**src/rtl/shift_defs.sv**
```systemverilog
// shift_defs: shared op/state encodings and default width for the shift/rotate sequencer
package shift_defs;
   localparam int DEFAULT_WIDTH = 32;
   typedef enum logic [2:0] {
      OP_SHL  = 3'd0,
      OP_SHR  = 3'd1,
      OP_SHRA = 3'd2,
      OP_ROL  = 3'd3,
      OP_ROR  = 3'd4
   } opT;
   typedef enum logic [1:0] {
      ST_IDLE = 2'd0,
      ST_RUN  = 2'd1,
      ST_DONE = 2'd2
   } stateT;
   function automatic logic isLegal(input logic [2:0] o);
      return o <= 3'(OP_ROR);
   endfunction
endpackage

```
**src/rtl/shift_step.sv**
```systemverilog
// shift_step: one-bit shift/rotate step (w -> w_next by op); illegal ops pass w through
module shift_step
   import shift_defs::*;
#(
   parameter int WIDTH = DEFAULT_WIDTH
) (
   input  logic [WIDTH-1:0] w,
   input  logic [2:0]       op,
   output logic [WIDTH-1:0] w_next
);
   always_comb begin
      w_next = op == 3'(OP_SHL)  ? {w[WIDTH-2:0], 1'b0} :
               op == 3'(OP_SHR)  ? {1'b0, w[WIDTH-1:1]} :
               op == 3'(OP_SHRA) ? {w[WIDTH-1], w[WIDTH-1:1]} :
               op == 3'(OP_ROL)  ? {w[WIDTH-2:0], w[WIDTH-1]} :
               op == 3'(OP_ROR)  ? {w[0], w[WIDTH-1:1]} : w;
   end
endmodule

```
**src/rtl/shift_rotate_sequencer.sv**
```systemverilog
// shift_rotate_sequencer: multi-cycle shifter/rotator, one bit position per clock.
// Ports: clock/clear (async active-high), start/op/operand/amount request in,
// ready/busy/done/error status out, result held until the next accepted request.
module shift_rotate_sequencer
   import shift_defs::*;
#(
   parameter int WIDTH = DEFAULT_WIDTH,
   parameter int AMT_W = 5
) (
   input  logic             clock,
   input  logic             clear,
   input  logic             start,
   input  logic [2:0]       op,
   input  logic [WIDTH-1:0] operand,
   input  logic [AMT_W-1:0] amount,
   output logic             ready,
   output logic             busy,
   output logic             done,
   output logic             error,
   output logic [WIDTH-1:0] result
);
   stateT            state, nextState;
   logic [AMT_W-1:0] count;
   logic [WIDTH-1:0] work, stepped;
   logic [2:0]       opReg;
   logic             accept, lastStep;

   shift_step #(.WIDTH(WIDTH)) u_step (.w(work), .op(opReg), .w_next(stepped));

   always_comb begin
      accept   = state == ST_IDLE && start;
      lastStep = state == ST_RUN && count == AMT_W'(1);
      nextState = state == ST_IDLE ? (start ? ((isLegal(op) && amount != '0) ? ST_RUN : ST_DONE) : ST_IDLE) :
                  state == ST_RUN  ? (lastStep ? ST_DONE : ST_RUN) : ST_IDLE;
      ready = state == ST_IDLE;
      busy  = state == ST_RUN;
      done  = state == ST_DONE;
      error = state == ST_DONE && !isLegal(opReg);
   end

   // result is loaded only on entry to DONE, so it holds the previous value through RUN
   always_ff @(posedge clock or posedge clear) begin
      if (clear) begin
         state  <= ST_IDLE;
         count  <= '0;
         work   <= '0;
         opReg  <= '0;
         result <= '0;
      end else begin
         state <= nextState;
         if (accept) begin
            work  <= operand;
            count <= amount;
            opReg <= op;
            if (nextState == ST_DONE) result <= operand;
         end else if (state == ST_RUN) begin
            work  <= stepped;
            count <= count - AMT_W'(1);
            if (lastStep) result <= stepped;
         end
      end
   end
endmodule

```
**config.mk**
```make
export PLATFORM = sky130hd
export DESIGN_NAME = shift_rotate_sequencer
export DESIGN_NICKNAME = d
export VERILOG_FILES = /design/src/rtl/shift_defs.sv /design/src/rtl/shift_step.sv /design/src/rtl/shift_rotate_sequencer.sv
export SDC_FILE = /design/constraint.sdc
export NUM_CORES = 1
export LEC_CHECK = 0
export ABC_AREA = 0
export CAP_MARGIN = 25
export CORE_MARGIN = 5
export CORE_UTILIZATION = 50
export DETAILED_ROUTE_END_ITERATION = 10
export PLACE_DENSITY = 0.86
export SYNTH_ARGS = -nofsm -noshare
export SYNTH_HDL_FRONTEND = slang
export SYNTH_HIERARCHICAL = 1
export SYNTH_SLANG_ARGS = --single-unit
```
**constraint.sdc**
```tcl
create_clock -name clock -period 3.3 [get_ports clock]
set_clock_uncertainty 0.1 [all_clocks]
set_input_delay 0.33 -clock clock [delete_from_list [all_inputs] [get_ports clock]]
set_output_delay 0.33 -clock clock [all_outputs]
set_load 0.02 [all_outputs]
```
=== After elaboration in Yosys (flattened, before gate mapping) ===
Index checks and enable logic that the tools add are counted.
W data, S select, Z words.

* Mux-type cells: 18
* Equality and inequality tests: 9
* Reductions and logical operators: 11
* Add/sub/neg operators: 1
* Bitwise logic cells: 0
* $lt $le $gt $ge: 2
* Multiply operators: 0
* Shifts and indexed selects: 0
* Divide/modulo/power cells: 0

{| class="wikitable"
|+ Operators by type and width
! kind !! number
|-
| $mux W32 || 11
|-
| $mux W2 || 5
|-
| $mux W5 || 2
|-
| $eq A3 B2 Y1 const B || 2
|-
| $le A3 B3 Y1 const B || 2
|-
| $eq A5 B1 Y1 const B || 1
|-
| $reduce_bool A5 Y1 || 1
|-
| $sub A5 B1 Y5 const B || 1
|-
| $eq A2 B2 Y1 const B || 2
|-
| $logic_and A1 B1 Y1 || 4
|-
| $reduce_bool A2 Y1 || 2
|-
| $eq A3 B1 Y1 const B || 1
|-
| $eq A3 B3 Y1 const B || 1
|-
| $logic_not A3 Y1 || 1
|-
| $reduce_and A3 Y1 || 1
|-
| $eq A2 B1 Y1 const B || 1
|-
| $logic_not A2 Y1 || 1
|-
| $ne A2 B1 Y1 const B || 1
|-
| $logic_not A1 Y1 || 1
|}

* Latch bits: 0
* RAM bits: 0
* Bits in read-only memories: 0
* Bits of input ports: 43
* Flip-flop bits (word level): 74
* Logic and storage cells: 46
* Memories: 0
* Output and inout port bits: 36

=== Longest topological paths before layout ===
* Depth in word-level cells: 9
* Mapped depth: 7
* Depth with buffers taken out: 6

=== Cells and area by module ===
The synthesis kept the hierarchy.

{| class="wikitable"
|+ By module, submodules not included
! module !! cells each !! area an instance (um^2) !! times used !! seq. area each (um^2)
|-
| shift_rotate_sequencer || 242 || 3439.5 || 1 || 1851.8
|-
| shift_step || 150 || 1052.3 || 1 || 0.0
|}

=== Worst setup path after synthesis ===
Ideal clock, no wire load.

* Path kind: register to register
* From: register count[1]
* To: register result[10]
* Data arrival time: 1.819 ns
* Cell stages (with the launch flop): 8
* Clock period less this slack: 2.044 ns
* Required time: 3.075 ns
* Library setup time: 0.125 ns
* Path slack: 1.256 ns
* Cells stage by stage: dfrtp_1 inv_1 ha_1 inv_1 o41ai_1 nand3b_4 buf_6 mux2_4

* Word-level cells in the longest chain between the ends: 8

{| class="wikitable"
|+ RTL lines
! element !! line !! source
|-
| start, declared || shift_rotate_sequencer.sv:23 || <nowiki>logic [AMT_W-1:0] count;</nowiki>
|-
| start signal, assigned || shift_rotate_sequencer.sv:53 || <nowiki>count <= amount;</nowiki>
|-
| start signal, assigned || shift_rotate_sequencer.sv:58 || <nowiki>count <= count - AMT_W'(1);</nowiki>
|-
| $eq A5 B1 Y1 * || shift_rotate_sequencer.sv:32 || <nowiki>lastStep = state == ST_RUN && count == AMT_W'(1);</nowiki>
|-
| $logic_and A1 B1 Y1 * || shift_rotate_sequencer.sv:32 ||
|-
| $mux W2 (2 in a row) || shift_rotate_sequencer.sv:34 || <nowiki>state == ST_RUN ? (lastStep ? ST_DONE : ST_RUN) : ST_IDLE;</nowiki>
|-
| $mux W2 || shift_rotate_sequencer.sv:33 || <nowiki>nextState = state == ST_IDLE ? (start ? ((isLegal(op) && amount != '0) ? ST_RUN : ST_DONE) : ST_IDLE) :</nowiki>
|-
| $eq A2 B2 Y1 || shift_rotate_sequencer.sv:55 || <nowiki>if (nextState == ST_DONE) result <= operand;</nowiki>
|-
| $ne A2 B1 Y1 (no line) || - ||
|-
| $reduce_and A3 Y1 (no line) * || - ||
|-
| end signal, assigned || shift_rotate_sequencer.sv:55 ||
|-
| end signal, assigned || shift_rotate_sequencer.sv:59 || <nowiki>if (lastStep) result <= stepped;</nowiki>
|-
| end, declared || shift_rotate_sequencer.sv:20 || <nowiki>output logic [WIDTH-1:0] result</nowiki>
|}

Every way passes the cells marked *; elsewhere a longest branch is shown, timed or not.
A chain may end at the register's enable or synchronous reset.

=== Final worst setup path ===
* From: register count[1]
* To: register result[6]

The elaborated chain is that of the path after synthesis.

==> flow_metrics.tcl <==
set metrics [dict create \
    clockBufferDepth 2 \
    htree_levels 3 \
    cts_tree "done" \
    power_density_nw_per_um2 1210 \
    peakVddDrop_mv 0.586 \
    grt_max_degree 64 \
    drt_iter0_markers 166 \
    synthToLayoutAreaGrowth_pct 22.1 \
    synth.top_cell.area_share_pct 41.2 \
    cts-root-buf "clkbuf_8" \
    numPortBuffers 78 \
    hpwl_um 7070 \
    drv_cap 0 \
    grt.overflow.total 0 \
    netlist_instances 392 \
    place_ws_ps 532 \
    cp_max_fo 29 \
    place_area_um2 5330 \
    core_um2 8720 \
    crit_arrival_ps 2870 \
    wl_per_cell_um 18.4 \
    grt_pass1_vias 3597 \
    ys_types 39 \
    cts_hold_buf 0 \
    endpoint_kind "flip-flop" \
    finalWorstSetupSlack_ps 543 \
    post-route-period-util_pct 83.5 \
    relSlewSlack_pct 47.2 \
    layout-drive-gt1-share_pct 25.4 \
    track_usage_pct 19.8 \
    post-cts-setup-buffers 0 \
    synthesis.nets 437 \
    die_y_um 105 \
    drt-total-wl_um 10500 \
    crit_type "flip-flop to flip-flop" \
    grt_pass1_wl_um 18200 \
    p_leak_nw 2.35 \
    vias 3354 \
    ios 79 \
    worstPathRequired_ps 3420 \
    clock.fmax_ghz 0.363 \
    yosys_warnings 6 \
    ys_seq_area_share_pct 41.2 \
    setup_viol 0 \
    rows 34 \
    synth-seq-cells 74 \
    cts_num_sinks 74 \
    cts_made_buffers 9 \
    yosysTopAreaCell "dfrtp_1" \
    nets 506 \
    n_antenna_cell 0 \
    dieWidth_um 105 \
    cp-start-kind "flip-flop" \
    finalSetupTns_ps 0 \
    max_slew.worst_pin.slew_ps 791 \
    synth_area_um2 4490 \
    fin_crit_ps 2760 \
    drcViolationCount 0 \
    synth.area.top_cells "dfrtp_1 41%, mux2_2 15%, mux2i_1 10%" \
    avgViaCountPerCell 5.86 \
    ant_nets 0 \
    first_pass_iters 4 \
    die-area_um2 11000 \
    clkTransAtPathRegs_ps 80 \
    cts_resized 0 \
    rsz0062_at_grt "no" \
    start_util_pct 51.5 \
    hold_viol_final 0 \
    clock_latency_ps 330 \
    slew_violations 0 \
    totalPowerFinal_mw 6.66 \
    hp-class "input port to asynchronous set/reset pin" \
    avgSynthCellArea_um2 11.5 \
    fin_area_um2 5490 \
    status "finished clean" \
    grt_antenna_before_repair 0 \
    gp_congestion 0.899 \
    ff2ff_path_depth 6 \
]
-- synthesized netlist by cell type --
cell type / count
nor3_1: 1
buf_4: 1
clkbuf_8: 1
nor2_1: 3
a21oi_1: 3
nand3b_4: 1
nor3b_1: 2
a221oi_1: 1
inv_1: 14
nand2_1: 13
dfrtp_1: 74
nand2b_1: 1
o221ai_1: 1
a2bb2oi_1: 1
buf_6: 9
nand3_1: 4
xnor2_2: 1
mux2_2: 58
buf_2: 4
mux2_4: 23
or3_2: 4
a31o_1: 1
o211a_1: 1
o21ai_1: 26
mux2i_1: 46
ha_1: 2
or4_4: 1
or3_1: 24
nor2b_1: 1
clkbuf_1: 15
o211ai_1: 28
clkbuf_2: 1
nor2_2: 1
o22ai_1: 5
o21ai_0: 15
a22oi_1: 1
o22a_1: 2
o41ai_1: 1
o211ai_2: 1
-- logic make-up after synthesis --
| family | Yosys count | synth area share, % |
|---|---|---|
| XOR/XNOR | 1 | 0.362 |
| flip-flops | 74 | 41.2 |
| AO/OA/AOI/OAI | 87 | 12.3 |
| adder cells (fa/ha/maj) | 2 | 0.557 |
| buffers and inverters | 45 | 5.71 |
| multiplexers | 127 | 32.5 |
| AND/OR/NAND/NOR | 56 | 7.35 |
-- power by group --
part / switching (mW) / leakage, nW / internal [mW]
Combinational: 1.95 / 1.37 / 2.22
Clock: 0.324 / 0.0810 / 0.283
Sequential: 0.493 / 0.899 / 1.39
Total: 2.77 / 2.35 / 3.89
-- placed cells by master (no fill, tap or decap), drive strengths merged --
cell type and instances:
a21oi 3, a221oi 1, a22oi 1, a2bb2oi 1, a31o 1, buf 11
clkbuf 11, clkdlybuf4s50 78, clkinv 2, clkinvlp 1, dfrtp 74, ha 2
inv 14, mux2 81, mux2i 46, nand2 13, nand2b 1, nand3 4
nand3b 1, nor2 4, nor2b 1, nor3 1, nor3b 2, o211a 1
o211ai 29, o21ai 41, o221ai 1, o22a 2, o22ai 5, o41ai 1
or3 28, or4 1, xnor2 1
-- worst max-delay path, cell delays in order, from the launching register on --
cell and delay (ps):
dfrtp_1 410, inv_1 90, ha_1 140, inv_1 50
o41ai_1 680, nand3b_4 650, mux2_4 500
-- metal layers --
layer	GRT usage (%)	wire, um	share of wire (%)	up-vias
li1	-	-	-	1590
met1	27.2	4720	45	1671
met2	31.7	5240	50	91
met3	3.14	475	4.5	2
met4	6.94	66	0.63	0
met5	0	0	0	-
-- per-stage QoR --
step | util (%) | hold slack, ps | cells
after floorplan | - | 359 | 392
after global placement | 61.1 | 389 | 558
final | 62.9 | 170 | 572
after global routing | 62.9 | 186 | 572
after detailed placement | 61.1 | 394 | 558
after CTS | 62.9 | 163 | 572
-- state kept, by name, indices dropped and copies added (netlist names) --
| signal | count |
|---|---|
| state | 2 |
| count | 5 |
| work | 32 |
| result | 32 |
| opReg | 3 |
-- worst paths after layout --
path                            start          to  slack, ps
min reg2reg                result[25]  result[25]        420
max                          count[1]   result[6]        540
min in group clock         result[25]  result[25]        420
min                             clear  result[21]        170
max in group asynchronous       clear    opReg[2]       2290
max reg2reg                  count[1]   result[6]        540
-- area by class of cell --
| class | instances | area, um2 |
|---|---|---|
| clock buffer | 11 | 141 |
| inverter | 14 | 52.6 |
| fill | 683 | 3230 |
| timing repair buffer | 89 | 876 |
| sequential | 74 | 1850 |
| multi-input combinational | 273 | 2410 |
| clock inverter | 3 | 17.5 |
| tap | 108 | 135 |
Note: power is estimated with default switching activity, not from simulation.
